<file path="src/rtl/ltc5548_sys_gpio_ctrl.sv">
// LTC5548 system GPIO controller: WIDTH-bit output register with atomic
// set/clear and auto-clearing timed pulses, synchronised inputs with sticky
// edge capture, and a maskable level interrupt. Avalon-MM slave with zero
// wait states and read latency 0.
module ltc5548_sys_gpio_ctrl #(
   parameter int unsigned      WIDTH         = 8,
   parameter logic [WIDTH-1:0] RESET_VALUE   = '0,
   parameter int unsigned      EDGE_TYPE     = 0,
   parameter logic [15:0]      PULSE_LEN_RST = 16'd100
) (
   input  logic             clk,
   input  logic             reset_n,
   input  logic [2:0]       address,
   input  logic             chipselect,
   input  logic             write_n,
   input  logic [31:0]      writedata,
   output logic [31:0]      readdata,
   input  logic [WIDTH-1:0] in_port,
   output logic [WIDTH-1:0] out_port,
   output logic             irq
);

   typedef enum logic {
      ST_IDLE   = 1'b0,
      ST_ACTIVE = 1'b1
   } pulse_state_e;

   localparam logic [2:0] A_DATA      = 3'd0;
   localparam logic [2:0] A_OUT       = 3'd1;
   localparam logic [2:0] A_IRQ_MASK  = 3'd2;
   localparam logic [2:0] A_EDGE_CAP  = 3'd3;
   localparam logic [2:0] A_OUTSET    = 3'd4;
   localparam logic [2:0] A_OUTCLR    = 3'd5;
   localparam logic [2:0] A_PULSE     = 3'd6;
   localparam logic [2:0] A_PULSE_LEN = 3'd7;

   logic [WIDTH-1:0] data_out_q,   data_out_d;
   logic [WIDTH-1:0] pulse_mask_q, pulse_mask_d;
   logic [WIDTH-1:0] irq_mask_q,   irq_mask_d;
   logic [WIDTH-1:0] edge_cap_q,   edge_cap_d;
   logic [15:0]      cnt_q,        cnt_d;
   logic [15:0]      pulse_len_q,  pulse_len_d;
   logic [WIDTH-1:0] sync1_q, in_sync_q, in_d_q;
   logic             irq_q, irq_d;
   pulse_state_e     state_q, state_d;

   logic             wr_s;
   logic [WIDTH-1:0] wd_s;
   logic [WIDTH-1:0] rise_s, fall_s, sel_edge_s;
   logic [15:0]      reload_s;
   logic             unused_wd_s;

   assign wr_s        = chipselect & ~write_n;
   assign wd_s        = writedata[WIDTH-1:0];
   assign rise_s      = in_sync_q & ~in_d_q;
   assign fall_s      = ~in_sync_q & in_d_q;
   assign reload_s    = (pulse_len_q == 16'd0) ? 16'd1 : pulse_len_q;
   assign unused_wd_s = ^writedata;
   assign out_port    = data_out_q;
   assign irq         = irq_q;

   // Pick which synchronised edges are captured.
   always_comb begin
      case (EDGE_TYPE)
         32'd0:   sel_edge_s = rise_s;
         32'd1:   sel_edge_s = fall_s;
         32'd2:   sel_edge_s = rise_s | fall_s;
         default: sel_edge_s = rise_s;
      endcase
   end

   // Next-state logic: pulse expiry is applied first, then any bus write.
   always_comb begin
      data_out_d   = data_out_q;
      pulse_mask_d = pulse_mask_q;
      cnt_d        = cnt_q;
      state_d      = state_q;
      irq_mask_d   = irq_mask_q;
      edge_cap_d   = edge_cap_q;
      pulse_len_d  = pulse_len_q;

      if (state_q == ST_ACTIVE) begin
         if (cnt_q == 16'd1) begin
            data_out_d   = data_out_q & ~pulse_mask_q;
            pulse_mask_d = '0;
            cnt_d        = 16'd0;
            state_d      = ST_IDLE;
         end else begin
            cnt_d = cnt_q - 16'd1;
         end
      end else begin
         cnt_d = 16'd0;
      end

      if (wr_s) begin
         case (address)
            A_DATA: begin
               data_out_d   = wd_s;
               pulse_mask_d = '0;
               cnt_d        = 16'd0;
               state_d      = ST_IDLE;
            end
            A_IRQ_MASK:  irq_mask_d  = wd_s;
            A_EDGE_CAP:  edge_cap_d  = edge_cap_q & ~wd_s;
            A_OUTSET:    data_out_d  = data_out_d | wd_s;
            A_OUTCLR: begin
               data_out_d   = data_out_d & ~wd_s;
               pulse_mask_d = pulse_mask_d & ~wd_s;
            end
            A_PULSE: begin
               // An all-zero pulse only retriggers a pulse that is still running.
               if ((wd_s != '0) || (state_d == ST_ACTIVE)) begin
                  data_out_d   = data_out_d | wd_s;
                  pulse_mask_d = pulse_mask_d | wd_s;
                  cnt_d        = reload_s;
                  state_d      = ST_ACTIVE;
               end else begin
                  state_d = state_d;
               end
            end
            A_PULSE_LEN: pulse_len_d = writedata[15:0];
            default:     data_out_d  = data_out_d;
         endcase
      end else begin
         data_out_d = data_out_d;
      end

      // A new edge overrides a coincident write-one-to-clear.
      edge_cap_d = edge_cap_d | sel_edge_s;
      irq_d      = |(edge_cap_d & irq_mask_d);
   end

   // Combinational read mux, zero-extended above WIDTH.
   always_comb begin
      readdata = 32'd0;
      if (chipselect) begin
         case (address)
            A_DATA:      readdata[WIDTH-1:0] = in_sync_q;
            A_OUT:       readdata[WIDTH-1:0] = data_out_q;
            A_IRQ_MASK:  readdata[WIDTH-1:0] = irq_mask_q;
            A_EDGE_CAP:  readdata[WIDTH-1:0] = edge_cap_q;
            A_PULSE:     readdata[WIDTH-1:0] = pulse_mask_q;
            A_PULSE_LEN: readdata[15:0]      = pulse_len_q;
            default:     readdata            = 32'd0;
         endcase
      end else begin
         readdata = 32'd0;
      end
   end

   // All state: registers, pulse FSM, synchroniser and interrupt output.
   always_ff @(posedge clk or negedge reset_n) begin
      if (!reset_n) begin
         data_out_q   <= RESET_VALUE;
         pulse_mask_q <= '0;
         irq_mask_q   <= '0;
         edge_cap_q   <= '0;
         cnt_q        <= 16'd0;
         pulse_len_q  <= PULSE_LEN_RST;
         sync1_q      <= '0;
         in_sync_q    <= '0;
         in_d_q       <= '0;
         irq_q        <= 1'b0;
         state_q      <= ST_IDLE;
      end else begin
         data_out_q   <= data_out_d;
         pulse_mask_q <= pulse_mask_d;
         irq_mask_q   <= irq_mask_d;
         edge_cap_q   <= edge_cap_d;
         cnt_q        <= cnt_d;
         pulse_len_q  <= pulse_len_d;
         sync1_q      <= in_port;
         in_sync_q    <= sync1_q;
         in_d_q       <= in_sync_q;
         irq_q        <= irq_d;
         state_q      <= state_d;
      end
   end

endmodule

</file>
<file path="config.mk">
export PLATFORM = sky130hd
export DESIGN_NAME = ltc5548_sys_gpio_ctrl
export DESIGN_NICKNAME = d
export VERILOG_FILES = /design/src/rtl/ltc5548_sys_gpio_ctrl.sv
export SDC_FILE = /design/constraint.sdc
export NUM_CORES = 1
export LEC_CHECK = 0
export CAP_MARGIN = 30
export CORE_ASPECT_RATIO = 2
export CORE_MARGIN = 2
export CORE_UTILIZATION = 50
export CTS_CLUSTER_DIAMETER = 150
export DETAILED_ROUTE_END_ITERATION = 16
export PLACE_DENSITY = 0.78
export SLEW_MARGIN = 40
export SYNTH_ARGS = -nofsm -noshare
export SYNTH_HDL_FRONTEND = slang
export SYNTH_SLANG_ARGS = --single-unit
export TNS_END_PERCENT = 100
</file>
<file path="constraint.sdc">
create_clock -name clk -period 3.2 [get_ports clk]
set_input_delay 0.64 -clock clk [delete_from_list [all_inputs] [get_ports clk]]
set_output_delay 0.64 -clock clk [all_outputs]
set_load 0.05 [all_outputs]
</file>
-- Word level (Yosys, flattened, before mapping)
Index checks and enable logic that the tools add are counted.
- magnitude comparators: 0
- bitwise operators: 14
- $add $sub $neg: 1
- mux-type cells: 28
- reductions and logical operators: 6
- shifts and indexed selects: 0
- $mul: 0
- divide/modulo/power cells: 0
- equality and inequality tests: 8
- operator list (operator ; number):
    8-bit 2-to-1 mux ; 13
    16-bit 2-to-1 mux ; 6
    8-bit bitwise AND ; 6
    8-bit one-hot mux with 6 select lines ; 1
    16-bit one-hot mux with 2 select lines ; 1
    8-bit one-hot mux with 4 select lines ; 1
    8-bit NOT ; 3
    8-bit bitwise OR ; 3
    8-bit one-hot mux with 3 select lines ; 1
    16-bit by 1-bit == test with 1-bit output, second input constant ; 1
    16-bit zero test ; 1
    16-bit by 1-bit subtractor with 16-bit output, second input constant ; 1
    3-bit == test, second input constant ; 4
    8-bit nonzero test ; 1
    8-bit OR reduction ; 1
    3-bit by 2-bit == test with 1-bit output, second input constant ; 2
    1-bit 2-to-1 mux ; 4
    3-bit by 1-bit == test with 1-bit output, second input constant ; 1
    3-bit zero test ; 1
    1-bit one-hot mux with 2 select lines ; 1
    2-bit AND reduction ; 1
    1-bit bitwise AND ; 1
    1-bit logical OR ; 1
    1-bit NOT ; 1
- memory bits (read-only): 0
- bits in latches: 0
- RAM bits: 0
- input port bits: 47
- register bits after elaboration: 90
- memories kept: 0

-- Longest topological paths before layout
Gate-level depths: netlist of run 1.
- word-level depth: 8
- gate-level depth with buffers: 8
- gate-level depth less buffers: 6

-- Worst setup path before layout of run 1
Ideal clock, no wire load.
- path type: in2out
- start point: input address[2]
- end point: output readdata[0]
- required time: 2.560 ns
- path slack: -0.058 ns
- stages on the path: 5
- data arrival time: 2.618 ns
- path through: buf_2 > buf_1 > mux2_2 > a22oi_1 > a211oi_1
- longest elaborated chain between the ends: 3
- elaborated cells on any way between the ends: 8
- those cells by class: eq/ne: 5; mux: 2; reduce/logical: 1
- ends and longest elaborated chain (element ; line ; RTL):
    start: declaration ; 13 ; input logic [2:0] address,
    3-bit == test, or another cell as far along ; 137 ; case (address)
    8-bit one-hot mux with 6 select lines (*) ; 137 ;
    16-bit 2-to-1 mux (*) ; 136 ; if (chipselect) begin
    end: declaration ; 17 ; output logic [31:0] readdata,
Mark *: on every way between the ends. The rest lies on a longest branch, timed or not.

-- Final worst setup path of run 1
- start point: input address[2]
- end point: output readdata[7]
The elaborated chain is that of the path after synthesis.

==> results_dict.tcl, run 1 <==
set metrics [dict create \
    final.fill_count 637 \
    synth_edf_count 0 \
    ios 88 \
    arrival_ns 2.51 \
    stdcell_area_sq_mm 0.00544 \
    synth_seq_cells 90 \
    dr_total_vias 3242 \
    post_cts_buffers 0 \
    grt_pass1_vias 3346 \
    path_max_fanout 23 \
    grt_overflow 0 \
    p_leak_nw 2.31 \
    die-area_sq_mm 0.00937 \
    drt_iter0_markers 174 \
    drive_above_1_share 0.210 \
    synth-async-reset-ratio 1.00 \
    setup_viol 0 \
    antenna_cells 0 \
    required_ns 2.56 \
    max_stage_delay_ns 0.50 \
    power.total_mw 3.94 \
    die_x_um 69.5 \
    power_density_mw_per_mm2 723 \
    rsz0062_at_grt "false" \
    clkLatencyLatePin_ns 0.34 \
    ys_warn_count 0 \
    hp-class "primary input to asynchronous set/reset pin" \
    pre_cts_slack_ns 0.0684 \
    cts_buffers 9 \
    timing.rr.end "state_q$_DFF_PN0_" \
    top_usage_layer "met2" \
    clock-sinks 90 \
    fin_crit_ns 3.15 \
    cpMostUsedCell "buf_12" \
    clock.fmax_mhz 318 \
    cpLargestDelayFamily "buffers and inverters" \
    synth_area_leaders "dfrtp_1 (51%), mux2_2 (8.9%), a32o_1 (3.7%)" \
    status "completed" \
    hpwl_um 7550 \
    multi_input_area_sq_mm 0.00184 \
    final_common_cell "dfrtp_1" \
    syn_area_sq_mm 0.00428 \
    final_util 0.656 \
    ant_nets 0 \
    routed_wl_um 10300 \
    viasPerCell 6.05 \
    r2r_start "cnt_q[9]$_DFF_PN0_" \
    synth_area_leader_cell "dfrtp_1" \
    start_util 0.517 \
    antenna_found_initial 0 \
    fp.coreArea_sq_mm 0.00829 \
    synthCells 369 \
    syn_avg_cell_area_sq_um 11.6 \
    critPathBufInv 3 \
    wire_per_inst_um 19.3 \
    synth.distinct_cells 46 \
    hold_buffers 0 \
    synth-main-ff-cell "dfrtp_1" \
    critPathKind "primary input to output port" \
    fin_nets 482 \
    die_h_um 135 \
    ir_drop_mv 0.454 \
    synth_top_area_share 0.508 \
    met1_usage 0.253 \
    setup_ws_ns 0.0525 \
    setup_tns_ns 0 \
    cts_buffer_depth 2 \
    tightest_slew_ns 0.567 \
    end_kind "output port" \
    areaGrowthSynthToFinish_pct 27.0 \
    cp-start-kind "primary input" \
    ctsResizeCount 0 \
    cts_max_level 3 \
    worst_r2r_path_depth 6 \
    cap_violations 0 \
    grt_use_total 0.234 \
    std_cell_rows 47 \
    cts_tree "yes" \
    cts_root_buffer "clkbuf_16" \
    fin_skew_ns 0.00537 \
    dpl_cell_area_sq_mm 0.00514 \
    hold_viol 0 \
    grt_first_pass_wirelength_um 16900 \
    path_cells "clkdlybuf4s50_1 > buf_12 > mux2_2 > a22o_1 > a221oi_1 > nor2b_1 > buf_12" \
    ys_seq_area_frac 0.527 \
    fin_crit_sh 0.984 \
    grt_max_degree 47 \
    post-route-drc-count 0 \
    mostFrequentLayoutCells "dfrtp_1 (87), clkdlybuf4s50_1 (38), mux2_2 (34)" \
    use_met3 0.0425 \
    ff2ff_setup_slack_ns 1.12 \
    clk_pin_slew_ns 0.06 \
    slew_headroom 0.622 \
    dr.pass1.iters 5 \
    seqCellArea_sq_mm 0.00226 \
    drv_slew 0 \
    gp_congestion 0.882 \
    grtUsageMet2 0.416 \
    io_buffers 55 \
    crit_slowest_cell "clkdlybuf4s50_1" \
]
-- through the flow --
| stage | hold WS [ns] | instances |
|---|---|---|
| 6_report | 0.287 | 536 |
| 5_1_grt | 0.335 | 536 |
| 4_1_cts | 0.306 | 536 |
| 3_5_place_dp | 0.337 | 520 |
| 3_3_place_gp | 0.334 | 520 |
| 2_1_floorplan | 0.331 | 384 |
-- where the power goes --
| group | switching (mW) | internal [mW] | total (mW) |
|---|---|---|---|
| Clock | 0.408 | 0.647 | 1.06 |
| Combinational | 0.689 | 0.594 | 1.28 |
| Sequential | 0.224 | 1.37 | 1.60 |
| Total | 1.32 | 2.62 | 3.94 |
-- flip-flops by register name, indices dropped and copies added (netlist names), 8 cells and up --
| signal | flops |
|---|---|
| cnt_q | 16 |
| edge_cap_q | 8 |
| in_d_q | 8 |
| in_sync_q | 8 |
| irq_mask_q | 8 |
| out_port | 8 |
| pulse_len_q | 16 |
| pulse_mask_q | 8 |
| sync1_q | 8 |
-- per-layer routing --
layer | up-vias | routed length, um
met1 | 1601 | 3500
met4 | 0 | 501
li1 | 1449 | -
met5 | - | 0
met2 | 156 | 5730
met3 | 36 | 610
-- cell type report --
class / count / area share
flip-flops and latches: 90 / 0.414
multi-input cells: 247 / 0.338
repair buffers: 73 / 0.162
clock buffers: 14 / 0.0485
well taps: 98 / 0.0225
inverters: 12 / 0.00828
clock inverters: 2 / 0.00644
-- synth_stat cells (all sizes together) (4+ instances only) --
cell and count:
a22o 16, nor2b 7, nor4 8, a32o 16
nor2 16, nand2 19, o21ai 15, dfrtp 87
nor3 5, xnor2 10, a22oi 6, clkbuf 5
inv 12, buf 30, xor2 4, a221oi 4
and2 15, mux2 34, o2bb2ai 16, nand3 11
-- cells by family (layout without fill, tap and decap cells) --
| group | Yosys count | after routing | share of synthesized area |
|---|---|---|---|
| and+or+nand+nor | 96 | 96 | 0.128 |
| other | 1 | 16 | 0.000875 |
| buffers and inverters | 47 | 101 | 0.0596 |
| xor gates and xnor gates | 14 | 14 | 0.0286 |
| DFF | 90 | 90 | 0.527 |
| muxes | 37 | 37 | 0.0964 |
| adders and majority gates | 2 | 2 | 0.00584 |
| AOI/OAI and AO/OA | 82 | 82 | 0.154 |
-- worst max-delay path by stage --
stage                     startpoint     endpoint  slack (ns)  cells after the start
after floorplan           address[0]  readdata[1]        0.35                      6
after global placement    address[2]  readdata[7]         0.1                      7
after detailed placement  address[2]  readdata[7]        0.07                      7
after CTS                 address[2]  readdata[7]        0.06                      7
after global routing      address[1]  readdata[3]        0.01                      7
final                     address[2]  readdata[7]        0.05                      7
(Power assumes the default switching activity.)
==> run 2, diff against run 1 <==
Settings changed: CELL_PAD_IN_SITES_DETAIL_PLACEMENT from default to 1, CELL_PAD_IN_SITES_GLOBAL_PLACEMENT from default to 1, CORE_UTILIZATION 50 to 44, PLACE_DENSITY 0.78 to default, PLACE_DENSITY_LB_ADDON from default to 0.1.
==> run 2 against run 1 <==
- clock skew is 0.0015 ns lower
- global-route usage rose by 0.43 points
- first-iteration DRC count is 13% lower
- largest cell class unchanged
- sequential power about the same
- non-clock buffer count up 5
- cell area up 0.80%
==> results_dict.tcl, run 2 (same netlist as run 1, synthesis figures left out) <==
set metrics [dict create \
    pre_cts_slack_ns 0.111 \
    wire_per_inst_um 20.7 \
    combinationalPowerShare 0.336 \
    setup_viol 0 \
    required_ns 2.56 \
    tightest_slew_ns 0.794 \
    slew_headroom 0.465 \
    hp-class "flop to flop" \
    start_util 0.445 \
    fin_crit_sh 0.973 \
    seqCellArea_sq_mm 0.00226 \
    setup_ws_ns 0.0868 \
    final.fill_count 1008 \
    ios 88 \
    grt_pass1_vias 3457 \
    drt_iter0_markers 151 \
    cp-start-kind "primary input" \
    grt_first_pass_wirelength_um 18400 \
    die-area_sq_mm 0.0106 \
    hold_viol 0 \
    fin_crit_ns 3.11 \
    ant_nets 0 \
    startpoint "address[1]" \
    cts_buffers 9 \
    cts_tree "yes" \
    clkLatencyLatePin_ns 0.33 \
    clk_pin_slew_ns 0.06 \
    worst_hold_slack_ns 0.352 \
    fin_cells 575 \
    min_from "sync1_q[5]$_DFF_PN0_" \
    worst_r2r_path_depth 6 \
    routed_wl_um 11900 \
    clock.fmax_mhz 321 \
    hpwl_um 8940 \
    dr_total_vias 3219 \
    status "completed" \
    drv_slew 0 \
    end_kind "output port" \
    gp_congestion 0.839 \
    internal-power_mw 2.51 \
    r2r_start "cnt_q[9]$_DFF_PN0_" \
    antenna_found_initial 0 \
    power_density_mw_per_mm2 708 \
    grt_overflow 0 \
    final_common_cell "dfrtp_1" \
    rsz0062_at_grt "false" \
    viasPerCell 5.60 \
    multi_input_area_sq_mm 0.00184 \
    std_cell_rows 51 \
    antenna_cells 0 \
    path_max_fanout 14 \
    fin_skew_ns 0.00384 \
    fp.coreArea_sq_mm 0.00964 \
    cts_root_buffer "clkbuf_16" \
    drive_above_1_share 0.226 \
    setup_tns_ns 0 \
    dp_cells 559 \
    switching_share 0.353 \
    areaGrowthSynthToFinish_pct 28.1 \
    arrival_ns 2.47 \
    cts_max_level 3 \
    dr.pass1.iters 4 \
    p_clk_frac 0.253 \
    io_buffers 55 \
    die_h_um 144 \
    post-route-drc-count 0 \
    die_x_um 73.8 \
    ctsResizeCount 0 \
    cap_violations 0 \
    ir_drop_mv 0.350 \
    critPathKind "primary input to output port" \
    fin_nets 487 \
    hold-path-cell-count 0 \
    post_cts_buffers 0 \
    seq_power_share 0.411 \
    switchingPower_mw 1.37 \
    reg_top3 "cnt_q x16, pulse_len_q x16" \
    hold_buffers 0 \
    clock-sinks 90 \
    grt_use_total 0.239 \
    p_leak_nw 2.32 \
    cts_buffer_depth 2 \
    mostFrequentLayoutCells "dfrtp_1 (87), clkdlybuf4s50_1 (38), mux2_2 (34)" \
    grt_max_degree 91 \
]
[run 2: cell types whose count changed in the layout (fill, tap and decap cells not counted), sizes merged]
cell      change
clkinv        +3
buf           +4
bufinv        -1
clkbuf        -3
clkinvlp      +2
[run 2: area by class of cell]
class                   count  share of cell area
flip-flops and latches     90               0.411
multi-input cells         247               0.335
repair buffers             78               0.164
clock buffers              10              0.0436
well taps                 132              0.0301
inverters                  12             0.00821
clock inverters             6             0.00775
[run 2: worst paths after layout]
path | to | slack (ns)
setup / recovery | readdata[3] | 0.09
min in group asynchronous | cnt_q[9]$_DFF_PN0_ | 0.36
max in group asynchronous | in_d_q[6]$_DFF_PN0_ | 2.33
setup reg to reg | cnt_q[1]$_DFF_PN0_ | 0.94
hold reg to reg | in_sync_q[5]$_DFF_PN0_ | 0.35
hold / removal | in_sync_q[5]$_DFF_PN0_ | 0.35
[run 2: critical path, stage by stage]
cell and delay (ns):
clkdlybuf4s50_1 0.55, buf_4 0.26, mux2_2 0.36, a21oi_1 0.16, o221ai_1 0.12, and2_1 0.21
buf_12 0.16
[run 2: metal layers]
layer	vias up	global-route usage	routed length, um
li1	1452	-	-
met1	1671	0.247	4270
met2	75	0.455	6960
met3	21	0.0414	320
met4	0	0.0928	343
met5	-	0	0
[run 2: metrics by stage]
| step | instance area (sq um) | total power [mW] | util |
|---|---|---|---|
| floorplan | 4350 | 2.47 | - |
| CTS | 5480 | 3.93 | 0.569 |
| finish | 5490 | 3.89 | 0.569 |
| detailed placement | 5200 | 2.93 | 0.540 |
| global placement | 5200 | 2.88 | 0.540 |
| global route | 5490 | 4.09 | 0.569 |
[run 2: power groups by stage]
| stage | clock [mW] | sequential (mW) | combinational, mW |
|---|---|---|---|
| 6_report | 0.984 | 1.60 | 1.31 |
| 5_1_grt | 1.05 | 1.62 | 1.42 |
| 4_1_cts | 1.01 | 1.60 | 1.33 |
| 3_5_place_dp | 0 | 1.62 | 1.31 |
| 3_3_place_gp | 0 | 1.60 | 1.28 |
| 2_1_floorplan | 0 | 1.64 | 0.833 |
